$ cat src/rtl/tone_synth.sv
// Keyboard tone synthesizer: 24-bit phase accumulator square wave scaled by an envelope level.
// Define TONE_SYNTH_ENVELOPE_EN for the ATTACK/SUSTAIN/RELEASE envelope; otherwise the level gates 0/255.
module tone_synth #(
    parameter int ATTACK_STEP  = 8,
    parameter int RELEASE_STEP = 2,
    parameter int AMP_STEP     = 390625
) (
    input  logic        CLOCK_50,
    input  logic        reset,
    input  logic        key_down,
    input  logic [3:0]  note_code,
    input  logic        audio_out_allowed,
    output logic        write_audio_out,
    output logic [31:0] left_channel_audio_out,
    output logic [31:0] right_channel_audio_out,
    output logic [1:0]  env_state
);

    typedef enum logic [1:0] {
        IDLE    = 2'd0,
        ATTACK  = 2'd1,
        SUSTAIN = 2'd2,
        RELEASE = 2'd3
    } env_t;

    logic               wr_q, wr_d;
    logic               key_q, key_d;
    logic               rise_pend_q, rise_pend_d;
    logic               fall_pend_q, fall_pend_d;
    logic [3:0]         note_q, note_d;
    env_t               state_q, state_d;
    logic [7:0]         level_q, level_d;
    logic [23:0]        phase_q, phase_d;
    logic signed [31:0] sample_q, sample_d;

    logic rise_now, fall_now, rise_eff, fall_eff;

    // Phase increment per 48 kHz sample, equal temperament C4..B4; rest codes do not advance.
    function automatic logic [23:0] note_inc(input logic [3:0] n);
        case (n)
            4'd0:    note_inc = 24'd91445;
            4'd1:    note_inc = 24'd96882;
            4'd2:    note_inc = 24'd102643;
            4'd3:    note_inc = 24'd108747;
            4'd4:    note_inc = 24'd115213;
            4'd5:    note_inc = 24'd122064;
            4'd6:    note_inc = 24'd129322;
            4'd7:    note_inc = 24'd137012;
            4'd8:    note_inc = 24'd145160;
            4'd9:    note_inc = 24'd153791;
            4'd10:   note_inc = 24'd162936;
            4'd11:   note_inc = 24'd172625;
            default: note_inc = 24'd0;
        endcase
    endfunction

    function automatic logic [7:0] level_up(input logic [7:0] lvl);
        logic [8:0] sum;
        sum = {1'b0, lvl} + 9'(ATTACK_STEP);
        level_up = (sum >= 9'd255) ? 8'd255 : sum[7:0];
    endfunction

    function automatic logic [7:0] level_down(input logic [7:0] lvl);
        level_down = (lvl <= 8'(RELEASE_STEP)) ? 8'd0 : lvl - 8'(RELEASE_STEP);
    endfunction

    function automatic logic signed [31:0] make_sample(input logic [7:0] lvl,
                                                       input logic       neg,
                                                       input logic       mute);
        logic [31:0] mag;
        mag = 32'(lvl) * 32'(AMP_STEP);
        if (mute)
            make_sample = '0;
        else if (neg)
            make_sample = -$signed(mag);
        else
            make_sample = $signed(mag);
    endfunction

    always_comb begin
        wr_d     = audio_out_allowed & ~wr_q;
        key_d    = key_down;
        rise_now = key_down & ~key_q;
        fall_now = ~key_down & key_q;
        // Edges seen between writes collapse to the most recent one.
        rise_eff = rise_now | (rise_pend_q & ~fall_now);
        fall_eff = fall_now | (fall_pend_q & ~rise_now);
        note_d   = rise_now ? note_code : note_q;

        rise_pend_d = rise_eff;
        fall_pend_d = fall_eff;
        state_d     = state_q;
        level_d     = level_q;
        phase_d     = phase_q;
        sample_d    = sample_q;

        if (wr_q) begin
            rise_pend_d = 1'b0;
            fall_pend_d = 1'b0;
            if (state_q == IDLE)
                phase_d = rise_eff ? 24'd0 : phase_q;
            else
                phase_d = phase_q + note_inc(note_d);
`ifdef TONE_SYNTH_ENVELOPE_EN
            if (rise_eff || (state_q == ATTACK && !fall_eff)) begin
                level_d = level_up(level_q);
                state_d = (level_d == 8'd255) ? SUSTAIN : ATTACK;
            end else if (state_q == RELEASE || (fall_eff && state_q != IDLE)) begin
                level_d = level_down(level_q);
                state_d = (level_d == 8'd0) ? IDLE : RELEASE;
            end
`else
            if (rise_eff) begin
                level_d = 8'd255;
                state_d = SUSTAIN;
            end else if (fall_eff && state_q != IDLE) begin
                level_d = 8'd0;
                state_d = IDLE;
            end
`endif
            sample_d = make_sample(level_d, phase_d[23], note_d >= 4'd12);
        end
    end

    always_ff @(posedge CLOCK_50) begin
        if (reset) begin
            wr_q        <= 1'b0;
            key_q       <= 1'b0;
            rise_pend_q <= 1'b0;
            fall_pend_q <= 1'b0;
            note_q      <= 4'd12;
            state_q     <= IDLE;
            level_q     <= 8'd0;
            phase_q     <= 24'd0;
            sample_q    <= '0;
        end else begin
            wr_q        <= wr_d;
            key_q       <= key_d;
            rise_pend_q <= rise_pend_d;
            fall_pend_q <= fall_pend_d;
            note_q      <= note_d;
            state_q     <= state_d;
            level_q     <= level_d;
            phase_q     <= phase_d;
            sample_q    <= sample_d;
        end
    end

    assign write_audio_out         = wr_q;
    assign left_channel_audio_out  = sample_q;
    assign right_channel_audio_out = sample_q;
    assign env_state               = state_q;

endmodule

$ cat config.mk
export PLATFORM = sky130hd
export DESIGN_NAME = tone_synth
export DESIGN_NICKNAME = d
export VERILOG_FILES = /design/src/rtl/tone_synth.sv
export SDC_FILE = /design/constraint.sdc
export NUM_CORES = 1
export LEC_CHECK = 0
export ABC_AREA = 1
export BUFFER_PORTS_ARGS = -buffer_cell sky130_fd_sc_hd__buf_2
export CORE_MARGIN = 1
export CORE_UTILIZATION = 40
export CTS_CLUSTER_DIAMETER = 150
export DETAILED_ROUTE_END_ITERATION = 12
export GPL_TIMING_DRIVEN = 0
export HOLD_SLACK_MARGIN = 0.03
export SLEW_MARGIN = 15
export SYNTH_ARGS = -nofsm -noshare
export SYNTH_HDL_FRONTEND = slang
export SYNTH_SLANG_ARGS = --single-unit
$ cat constraint.sdc
create_clock -name CLOCK_50 -period 7.88 [get_ports CLOCK_50]
set_input_delay 1.182 -clock CLOCK_50 [delete_from_list [all_inputs] [get_ports CLOCK_50]]
set_output_delay 1.182 -clock CLOCK_50 [all_outputs]
set_load 0.05 [all_outputs]
### Yosys cells after proc, flatten, opt, wreduce, memory -nomap -nowiden

Memory sizes are Yosys's and may differ from the RTL's.
Index checks and enable logic that the tools add are counted.

| storage, ports and cells | value |
|---|---|
| latch bits | 0 |
| memory bits (read-only) | 288 |
| bits of input ports | 8 |
| memories | 1 |
| output and inout bits | 67 |
| register bits after elaboration | 74 |
| bits in writable memories | 0 |
| word-level logic and storage cells | 48 |

| cells by class | value |
|---|---|
| multiply operators | 1 |
| reductions and logical operators | 7 |
| shifts and indexed selects | 0 |
| divide/modulo/power cells | 0 |
| bitwise operators | 12 |
| muxes and demuxes | 13 |
| equal/unequal tests | 1 |
| add/subtract/negate cells | 2 |
| $lt $le $gt $ge | 1 |

Memories:

| name | depth | width | rd ports | clocked after Yosys merged registers in | write ports | line | text |
|---|---|---|---|---|---|---|---|
| (no name shown) | 16 | 18 | 1 | 0 | 0 | 40 | `case (n)` |

Operators with widths:

| kind | count |
|---|---|
| $mux W24 | 5 |
| $mux W32 | 2 |
| $neg A27 Y32 | 1 |
| $mul A8 B19 Y27 const B | 1 |
| $add A24 B24 Y24 | 1 |
| $mux W8 | 3 |
| $and A1 B1 Y1 | 5 |
| $not A1 Y1 | 5 |
| $ge A4 B4 Y1 const B | 1 |
| $mux W2 | 2 |
| $mux W4 | 1 |
| $reduce_and A2 Y1 | 2 |
| $reduce_bool A2 Y1 | 2 |
| $ne A3 B3 Y1 const B | 1 |
| $logic_not A2 Y1 | 1 |
| $or A1 B1 Y1 | 2 |
| $reduce_or A2 Y1 | 1 |
| $logic_and A1 B1 Y1 | 1 |

### Logic depth before layout (Yosys ltp)

Gate-level depths: netlist (run 1).

| logic depth | value |
|---|---|
| depth after elaboration | 13 |
| mapped depth | 32 |
| depth with buffers taken out | 32 |

### Worst setup path after synthesis (run 1)

Ideal clock, no wire load.

| path | value |
|---|---|
| path kind | input to register |
| start | in key_down |
| end | reg sample_q[27], in the netlist left_channel_audio_out[27] |
| setup time | 114 ps |
| setup slack | 1845 ps |
| path buffers | 0 |
| arrival time | 5921 ps |
| data required time | 7766 ps |
| stages on the path | 27 |
| cell sequence | nand2_4 -> inv_4 -> o21ai_4 -> inv_2 -> a21oi_1 -> inv_1 -> fa_1 -> inv_1 -> fa_1 -> fa_1 -> fa_1 -> inv_1 -> ha_1 -> nand2_1 -> inv_1 -> a21oi_1 -> nand2_1 -> nand2_1 -> nand2_1 -> nor2_1 -> nand2_1 -> nor2_4 -> nand2_2 -> nor2_2 -> nand4_1 -> nand3_2 -> nand2_1 |

| on the way | value |
|---|---|
| word-level cells in the longest chain between the ends | 12 |
| elaborated cells on any way between the ends | 26 |
| those cells by class | add/sub: 2; mul: 1; order compare: 1; mux: 11; bitwise: 9; reduce/logical: 1; memory: 1 |

Ends and longest elaborated chain:

| what | line | text |
|---|---|---|
| start: declaration | 10 | `input logic key_down,` |
| $and A1 B1 Y1 | 83 | `rise_now = key_down & ~key_q;` |
| $not A1 Y1 | 87 | `fall_eff = fall_now \| (fall_pend_q & ~rise_now);` |
| $and A1 B1 Y1 | 87 |  |
| $or A1 B1 Y1 | 87 |  |
| $logic_and A1 B1 Y1 | 116 | `end else if (fall_eff && state_q != IDLE) begin` |
| $mux W8 | 116 |  |
| $mux W8 | 113 | `if (rise_eff) begin` |
| $mux W8 | 97 | `if (wr_q) begin` |
| $mul A8 B19 Y27 | 71 | `mag = 32'(lvl) * 32'(AMP_STEP);` |
| $neg A27 Y32 | 75 | `make_sample = -$signed(mag);` |
| $mux W32 | 74 | `else if (neg)` |
| $mux W32 (*) | 72 | `if (mute)` |
| end signal: assignment | 145 | `sample_q <= sample_d;` |
| end: declaration | 34 | `logic signed [31:0] sample_q, sample_d;` |

Mark *: on every way between the ends. The rest lies on a longest branch, timed or not. The select of a mux whose other input is x is not followed.
A chain may end at the register's enable or synchronous reset.

### Worst setup path in the final report (run 1)

Same ends and word-level chain as after synthesis.

==> results of run 1 <==
==> per-layer routing <==
layer	wire (um)	vias to the layer above	global-route usage, %	share of wire (%)
met5	0	-	0	0
met1	11100	3383	32.9	53
met2	8520	185	32.8	41
met4	167	0	4.53	0.80
met3	1120	11	3.81	5.3
li1	-	3891	-	-
==> cells by family after synthesis <==
group	synth area share, %
XOR/XNOR	0.788
adder cells (fa/ha/maj)	22.9
buffers and inverters	15.1
flip-flops	18.8
AND/OR/NAND/NOR	29.6
other	0.0482
AO/OA/AOI/OAI	12.8
==> worst max-delay path: cells and delay by family <==
kind                       cells  cell delay (ns)
xor gates and xnor gates       1             0.51
AOI/OAI and AO/OA              4             1.15
and+or+nand+nor                8             1.00
adders and majority gates      5             2.56
buffers and inverters          7             0.83
==> cell type report <==
cell class                      count  area (um2)  share of cell area (%)
Sequential cell                    73        1460                    16.7
Timing Repair Buffer               72         360                    4.11
Inverter                          223         840                    9.57
Multi-Input combinational cell    844        5140                    58.7
Buffer                             52         335                    3.82
Clock inverter                      7        77.6                   0.885
Tap cell                          260         325                    3.71
Clock buffer                        9         225                    2.57
==> worst max-delay path by stage <==
stage	to	slack, ns	cells past startpoint
2_1_floorplan	left_channel_audio_out[27]	1.85	27
3_3_place_gp	left_channel_audio_out[27]	0.55	25
3_5_place_dp	left_channel_audio_out[27]	0.52	25
4_1_cts	left_channel_audio_out[27]	0.86	25
5_1_grt	left_channel_audio_out[31]	0.38	25
6_report	left_channel_audio_out[27]	0.86	25
==> sequential cells by signal (all words and copies together), names as in the netlist <==
| register | cells |
|---|---|
| env_state | 1 |
| fall_pend_q | 1 |
| key_q | 1 |
| left_channel_audio_out | 32 |
| level_q | 8 |
| note_q | 4 |
| phase_q | 24 |
| rise_pend_q | 1 |
| write_audio_out | 1 |
==> placed cells by master (no fill, tap or decap), drive strengths merged, types with 2 or more instances in the layout <==
master  instances
a21oi          93
nor3            6
dfxtp          73
fa             41
nand2         340
clkbuf         19
a31oi           2
o211ai          2
o21bai          2
ha             77
clkinv          5
nor4            2
nor2           87
nand4          15
or2             8
xnor2           2
o21ai          66
and2            2
nand3          74
a21o            3
xor2            5
o22ai           7
buf           114
inv           223
==> per-stage QoR <==
step	instance area [um2]	util [%]	instances	setup slack (ns)	hold slack (ns)
after global routing	8770	46.4	1540	0.377	0.482
final	8770	46.4	1540	0.857	0.459
after global placement	8470	44.8	1524	0.549	0.441
after detailed placement	8470	44.8	1524	0.520	0.447
after CTS	8770	46.4	1540	0.864	0.463
after floorplan	7780	-	1192	1.85	0.429
==> impl_metrics.py, run 1 <==
metrics = {
    "timing": {
        "fmax_ghz": 0.142,
        "fin_skew_ns": 0.0134,
        "slew_headroom_pct": 38.4,
        "rsz0062_at_grt": "no",
        "hold_violations": 0,
        "fin_crit_sh_pct": 89.1,
        "fin_crit_ns": 7.02,
        "setup_viol": 0,
        "tightest_slew_ns": 0.914,
        "tns_ns": 0,
        "final_max_slew_viol_count": 0,
    },
    "worst_setup_path": {
        "slowest_stage": "fa_1",
        "crit_type": "in -> reg",
        "rrSetupSlack_ns": 1.41,
        "worstPathArrival_ns": 7.26,
        "ff2ff_path_depth": 25,
        "startpoint_type": "input port",
        "cp.required_ns": 8.12,
        "crit_start": "key_down",
        "critPathMostFrequentCell": "nand2_1",
        "endpoint_kind": "register",
        "max_stage_delay_ns": 0.65,
        "r2r_start": "key_q",
        "path_max_fanout": 9,
        "reg2reg_to": "left_channel_audio_out[27]",
    },
    "yosys": {
        "syn_nets": 1318,
        "synthTopCellsByCount": "nand2_1, inv_1, a21oi_1",
        "yosys.area.top_type": "dfxtp_1",
        "synth_area_leaders": "dfxtp_1, nand2_1, ha_1",
        "synth_top_cell_area_share_pct": 18.8,
        "netlist_area_um2": 7780,
        "ys_ff_latch": 73,
        "ys_seq_area_share_pct": 18.8,
        "yosysMostFrequentCell": "nand2_1",
        "postSynthAreaPerCell_um2": 6.53,
        "synthCells": 1192,
        "synthArstFlopShare_pct": 0,
        "synth-edff-count": 0,
        "synth_top_flop_cell": "dfxtp_1",
        "yosys_warnings": 0,
        "synthDistinctLibCells": 50,
    },
    "grt": {
        "grt_max_degree": 15,
        "grt_pass1_vias": 6805,
        "grt_pass1_wl_um": 34400,
        "antenna_found_initial": 0,
        "grtUsageTotal_pct": 22.0,
        "gr-total-overflow": 0,
    },
    "worst_hold_path": {
        "hold_path_depth": 2,
        "worstHoldStart": "level_q[0]",
        "holdPathEnd": "level_q[0]",
        "hp-class": "reg -> reg",
    },
    "clock_tree": {
        "clock-root-buffer": "clkbuf_16",
        "ctsLongestPathBuffers": 2,
        "clock_sinks": 73,
        "cts-htree-levels": 3,
        "clkTransAtPathRegs_ns": 0.06,
        "cts_tree": "done",
        "cts-buffers-inserted": 9,
        "post_cts_buffers": 0,
        "ctsResizeCount": 0,
        "ctsHoldBuffers": 0,
        "clkLatencyLatePin_ns": 0.35,
    },
    "detailed_routing": {
        "wl_per_cell_um": 13.6,
        "ant_nets": 0,
        "vias": 7470,
        "wl_um": 20900,
        "drc_errors": 0,
        "firstDrtPassIters": 7,
        "via_per_inst": 4.85,
        "drt_iter0_markers": 414,
    },
    "place": {
        "gp_congestion": 0.939,
        "dpl.hpwl_um": 17500,
        "io_buffers": 72,
    },
    "floorplan": {
        "ios": 75,
        "fp.dieW_um": 141,
        "core_area_um2": 18900,
        "start_util_pct": 41.2,
        "fp-row-count": 50,
        "die_area_um2": 20000,
        "die_y_um": 141,
    },
    "layout": {
        "antenna_cells": 0,
        "areaGrowthSynthToFinish_pct": 12.7,
        "fillers": 2017,
        "nets": 1401,
        "layout-drive-gt1-share_pct": 13.1,
    },
    "outcome": {
        "status": "complete, no violations",
    },
    "flow_run": {
        "drv_cap": 0,
    },
}
Power of run 1 is left out: the tool's default activity adds up to more than one toggle a clock period on the data nets, which glitch-free logic cannot reach.
==> inputs of run 2 (changes only) <==
--- a/config.mk
+++ b/config.mk
@@ -9,6 +9,7 @@
 export BUFFER_PORTS_ARGS = -buffer_cell sky130_fd_sc_hd__buf_2
 export CORE_MARGIN = 1
 export CORE_UTILIZATION = 40
+export CTS_BUF_LIST = sky130_fd_sc_hd__clkbuf_4 sky130_fd_sc_hd__clkbuf_8
 export CTS_CLUSTER_DIAMETER = 150
 export DETAILED_ROUTE_END_ITERATION = 12
 export GPL_TIMING_DRIVEN = 0
==> run 2 against run 1 <==
Die area unchanged. First-iteration DRC count is 10% higher. Clock-buffer cell count is the same. Utilization shrank 0.54 points. Final cell count stayed put. Routed wire length is 0.10% lower. Via count decreased by 0.32%. Clock skew grew 0.0060 ns. Register-to-register slack improved by 0.03 ns. Hold slack improved by 0.0060 ns. Sequential cell count stayed put.
==> impl_metrics.py, run 2 (synthesis results as in run 1) <==
metrics = {
    "clock_tree": {
        "cts_tree": "done",
        "ctsLongestPathBuffers": 2,
        "post_cts_buffers": 0,
        "cts-buffers-inserted": 9,
        "clock-root-buffer": "clkbuf_8",
        "clock_sinks": 73,
        "ctsResizeCount": 0,
        "clkLatencyLatePin_ns": 0.38,
        "cts-htree-levels": 3,
        "ctsHoldBuffers": 0,
        "clkTransAtPathRegs_ns": 0.08,
    },
    "timing": {
        "finalHoldWorstSlack_ns": 0.465,
        "hold_violations": 0,
        "fmax_ghz": 0.144,
        "tightest_slew_ns": 0.859,
        "setup_viol": 0,
        "fin_crit_ns": 6.97,
        "rsz0062_at_grt": "no",
        "fin_crit_sh_pct": 88.4,
        "tns_ns": 0,
        "setup_slack_ns": 0.912,
        "fin_skew_ns": 0.0194,
        "final_max_slew_viol_count": 0,
        "slew_headroom_pct": 42.1,
    },
    "worst_setup_path": {
        "slowest_stage": "fa_1",
        "endpoint_kind": "register",
        "cpLargestDelayFamily": "adder cells",
        "max_stage_delay_ns": 0.65,
        "worstPathArrival_ns": 7.23,
        "path_max_fanout": 9,
        "cp.required_ns": 8.15,
        "crit_type": "in -> reg",
        "crit_start": "key_down",
        "r2r_start": "key_q",
        "crit_buf_inv": 7,
        "critPathMostFrequentCell": "nand2_1",
        "startpoint_type": "input port",
    },
    "layout": {
        "nets": 1401,
        "final_common_cell": "nand2_1",
        "layout_common_cells": "nand2_1, inv_1, a21oi_1",
        "largest_register_ffs": 32,
        "layout-drive-gt1-share_pct": 13.1,
        "antenna_cells": 0,
        "areaGrowthSynthToFinish_pct": 11.4,
        "fillers": 2033,
        "final_cells": 1540,
    },
    "grt": {
        "antenna_found_initial": 0,
        "grt_pass1_vias": 6763,
        "grt_pass1_wl_um": 34300,
        "grt_max_degree": 15,
        "gr-total-overflow": 0,
        "grtUsageTotal_pct": 21.9,
    },
    "floorplan": {
        "die_area_um2": 20000,
        "start_util_pct": 41.2,
        "die_y_um": 141,
        "fp.dieW_um": 141,
        "ios": 75,
        "core_area_um2": 18900,
        "fp-row-count": 50,
    },
    "detailed_routing": {
        "wl_um": 20900,
        "ant_nets": 0,
        "wl_met1_um": 11200,
        "via_per_inst": 4.84,
        "drc_errors": 0,
        "wl_per_cell_um": 13.6,
        "firstDrtPassIters": 5,
        "wl_met2_um": 8540,
        "drt_iter0_markers": 457,
        "vias": 7446,
        "routed.top_layer": "met4",
        "wl_met3_um": 1040,
    },
    "worst_hold_path": {
        "hp-class": "reg -> reg",
        "worstHoldStart": "left_channel_audio_out[26]",
    },
    "place": {
        "io_buffers": 72,
        "gp_congestion": 0.939,
        "dpl.hpwl_um": 17500,
        "placed_cells": 1524,
        "dp_worst_setup_slack_ns": 0.520,
    },
    "outcome": {
        "status": "complete, no violations",
    },
    "flow_run": {
        "drv_cap": 0,
    },
}
run 2: cell counts in the layout (fill, tap and decap cells not counted):
Identical to the previous run, type by type.
run 2: layout make-up:
cell class              instances  area, um2  area share (%)
multi-input cells             844       5140            59.4
well taps                     260        325            3.75
plain buffers                  52        335            3.87
flip-flops and latches         73       1460            16.9
clock buffers                   9        124            1.43
repair buffers                 72        360            4.16
inverters                     223        840            9.69
clock inverters                 7       77.6           0.895
run 2: per-layer routing:
layer	vias to the layer above	track usage, %
li1	3885	-
met1	3355	33.3
met2	198	32.8
met3	8	3.21
met4	0	4.13
met5	-	0
run 2: worst paths after layout:
kind | slack (ns) | endpoint | cells past startpoint
min | 0.46 | left_channel_audio_out[26] | 2
max | 0.91 | left_channel_audio_out[27] | 25
max reg2reg | 1.44 | left_channel_audio_out[27] | 25
min reg2reg | 0.46 | left_channel_audio_out[26] | 2
run 2: worst reg2reg max path: stages, from the launching register on:
cell and delay [ns]:
dfxtp_1 0.37, inv_2 0.05, nand2_4 0.12, inv_4 0.06, o21ai_4 0.30, inv_2 0.12, a21oi_1 0.50, inv_1 0.31
fa_1 0.65, inv_1 0.11, fa_1 0.52, fa_1 0.51, fa_1 0.52, inv_1 0.05, ha_1 0.36, nand2_1 0.17
inv_1 0.07, a21oi_1 0.19, nand2_1 0.13, nand2_1 0.10, nand2_1 0.07, a21oi_1 0.16, xor2_1 0.48, nand4_1 0.22
nand3_2 0.13, nand2_1 0.05
run 2: through the flow:
step	util, %	area, um2
6_report	45.9	8670
5_1_grt	45.9	8670
4_1_cts	45.9	8670
3_5_place_dp	44.8	8470
3_3_place_gp	44.8	8470
2_1_floorplan	-	7780
Power of run 2 is left out for the same reason.
==> inputs of run 3 (changes only) <==
--- a/config.mk
+++ b/config.mk
@@ -5,7 +5,6 @@
 export SDC_FILE = /design/constraint.sdc
 export NUM_CORES = 1
 export LEC_CHECK = 0
-export ABC_AREA = 1
 export BUFFER_PORTS_ARGS = -buffer_cell sky130_fd_sc_hd__buf_2
 export CORE_MARGIN = 1
 export CORE_UTILIZATION = 40
==> run 3 against run 2 <==
Routed wire length down 7.5%. Fmax is 1.5% lower. Utilization decreased by 0.40 points. Sequential share of layout area is 1.0 points higher. Die area decreased by 5.9%. Area after synthesis down 6.0%. Final cell count decreased by 21%. Setup slack worse by 0.11 ns. Highest routed layer unchanged.
==> impl_metrics.py, run 3 <==
metrics = {
    "floorplan": {
        "fp.dieW_um": 137,
        "fp-row-count": 49,
        "die_area_um2": 18800,
        "die_y_um": 137,
        "ios": 75,
        "start_util_pct": 40.7,
        "core_area_um2": 18000,
    },
    "clock_tree": {
        "post_cts_buffers": 0,
        "clkTransAtPathRegs_ns": 0.08,
        "ctsHoldBuffers": 0,
        "clkLatencyLatePin_ns": 0.37,
        "clock-root-buffer": "clkbuf_8",
        "cts-buffers-inserted": 9,
        "cts-htree-levels": 3,
        "ctsLongestPathBuffers": 2,
        "clock_sinks": 73,
        "ctsResizeCount": 0,
        "cts_tree": "done",
    },
    "yosys": {
        "syn_nets": 1029,
        "postSynthAreaPerCell_um2": 8.10,
        "synthCells": 903,
        "synthArstFlopShare_pct": 0,
        "synth_area_leaders": "dfxtp_1, ha_1, fa_1",
        "yosys.area.top_type": "dfxtp_1",
        "yosys_warnings": 0,
        "netlist_area_um2": 7310,
        "yosysMostFrequentCell": "inv_1",
        "synth-edff-count": 0,
        "synthDistinctLibCells": 72,
        "synth_top_flop_cell": "dfxtp_1",
        "synthTopCellsByCount": "inv_1, nand2_1, ha_1",
        "ys_seq_area_share_pct": 20.0,
        "synth_top_cell_area_share_pct": 20.0,
        "ys_ff_latch": 73,
    },
    "grt": {
        "gr-total-overflow": 0,
        "grtUsageTotal_pct": 21.1,
        "antenna_found_initial": 0,
        "grt_max_degree": 14,
        "grt_pass1_wl_um": 30500,
        "grt_pass1_vias": 5814,
    },
    "layout": {
        "fin_util_pct": 45.5,
        "areaGrowthSynthToFinish_pct": 11.7,
        "layout_common_cells": "inv_1, nand2_1, ha_1",
        "antenna_cells": 0,
        "fillers": 1813,
        "final_common_cell": "inv_1",
        "nets": 1113,
        "largest_register_ffs": 32,
        "layout-drive-gt1-share_pct": 15.7,
    },
    "detailed_routing": {
        "vias": 6442,
        "wl_um": 19300,
        "wl_per_cell_um": 15.8,
        "firstDrtPassIters": 4,
        "drt_iter0_markers": 354,
        "ant_nets": 0,
        "drc_errors": 0,
        "via_per_inst": 5.28,
    },
    "place": {
        "gp_congestion": 0.872,
        "dpl.hpwl_um": 15500,
        "io_buffers": 73,
    },
    "worst_setup_path": {
        "crit_chain": "buf_2 -> nor2_1 -> o21ai_1 -> inv_1 -> nand2_1 -> fa_1 -> fa_1 -> inv_1 -> fa_1 -> fa_1 -> inv_1 -> ha_1 -> a211oi_1 -> o21ai_1 -> a311oi_2 -> o31ai_1 -> xnor2_1 -> nand2_1 -> and4bb_4 -> a311oi_2 -> a21o_1",
        "crit_type": "in -> reg",
        "crit_buf_inv": 4,
        "cp.required_ns": 8.14,
        "endpoint_kind": "register",
        "reg2reg_to": "left_channel_audio_out[31]",
        "critPathMostFrequentCell": "fa_1",
        "worstSetupPathDepth": 21,
        "slowest_stage": "fa_1",
        "crit_start": "key_down",
        "cpLargestDelayFamily": "adder cells",
        "startpoint_type": "input port",
        "r2r_start": "env_state[1]",
        "max_stage_delay_ns": 0.54,
        "rrSetupSlack_ns": 1.31,
        "path_max_fanout": 7,
        "ff2ff_path_depth": 20,
        "worstPathArrival_ns": 7.33,
    },
    "timing": {
        "fin_crit_ns": 7.07,
        "fmax_ghz": 0.141,
        "final_max_slew_viol_count": 0,
        "tightest_slew_ns": 1.03,
        "setup_viol": 0,
        "slew_headroom_pct": 31.3,
        "tns_ns": 0,
        "fin_skew_ns": 0.0153,
        "fin_crit_sh_pct": 89.8,
        "rsz0062_at_grt": "no",
        "hold_violations": 0,
    },
    "worst_hold_path": {
        "worstHoldStart": "level_q[6]",
        "holdPathEnd": "level_q[6]",
        "hp-class": "reg -> reg",
        "hold_path_depth": 2,
    },
    "outcome": {
        "status": "complete, no violations",
    },
    "flow_run": {
        "drv_cap": 0,
    },
}
[run 3: per-stage QoR]
step / area (um2) / hold slack (ns) / setup WS, ns / std cells
finish: 8170 / 0.456 / 0.805 / 1221
global route: 8170 / 0.491 / 0.400 / 1221
detailed placement: 7960 / 0.449 / 0.353 / 1205
global placement: 7960 / 0.444 / 0.475 / 1205
floorplan: 7310 / 0.437 / 1.33 / 903
CTS: 8170 / 0.461 / 0.760 / 1221
[run 3: worst reg2reg max path, stage by stage (launching register included)]
cell and delay (ns):
dfxtp_1 0.34, buf_2 0.26, o211ai_1 0.29, a21oi_1 0.39
inv_1 0.23, fa_1 0.64, inv_1 0.12, fa_1 0.51
fa_1 0.47, fa_1 0.51, inv_1 0.04, ha_1 0.36
a211oi_1 0.28, o21ai_1 0.18, a311oi_2 0.43, o31ai_1 0.15
xnor2_1 0.39, nand2_1 0.17, and4bb_4 0.40, a311oi_2 0.14
a21o_1 0.18
[run 3: layout make-up]
cell class                 instances  area [um2]  area share (%)
inverter                         104         390            4.78
timing repair buffer              73         365            4.47
sequential                        73        1460            17.9
buffer                            68         398            4.87
clock buffer                      10         138            1.68
clock inverter                     6        67.6           0.827
tap                              229         287            3.51
multi-input combinational        658        5060            62.0
[run 3: kinds of logic (layout without fill, tap and decap cells)]
kind of cell | count (synthesis) | in the layout | share of synthesized area, %
xor gates and xnor gates | 35 | 35 | 4.19
muxes | 8 | 8 | 1.18
and+or+nand+nor | 273 | 273 | 19.1
adders and majority gates | 118 | 118 | 24.4
other | 1 | 1 | 0.0513
buffers and inverters | 172 | 261 | 10.8
DFF | 73 | 73 | 20.0
AOI/OAI and AO/OA | 223 | 223 | 20.3
[run 3: worst max path at each step]
stage | endpoint | slack (ns)
finish | left_channel_audio_out[31] | 0.81
global route | left_channel_audio_out[29] | 0.40
CTS | left_channel_audio_out[31] | 0.76
detailed placement | left_channel_audio_out[31] | 0.35
global placement | left_channel_audio_out[29] | 0.48
floorplan | left_channel_audio_out[23] | 1.33
[run 3: metal layers]
metal | GRT usage (%) | part of all wire (%) | routed length, um | up-vias
met3 | 2.65 | 4.1 | 789 | 12
met1 | 30.9 | 52 | 10000 | 2982
li1 | - | - | - | 3284
met5 | 0 | 0 | 0 | -
met2 | 32.9 | 43 | 8350 | 164
met4 | 4.15 | 0.95 | 184 | 0
Power of run 3 is left out for the same reason.
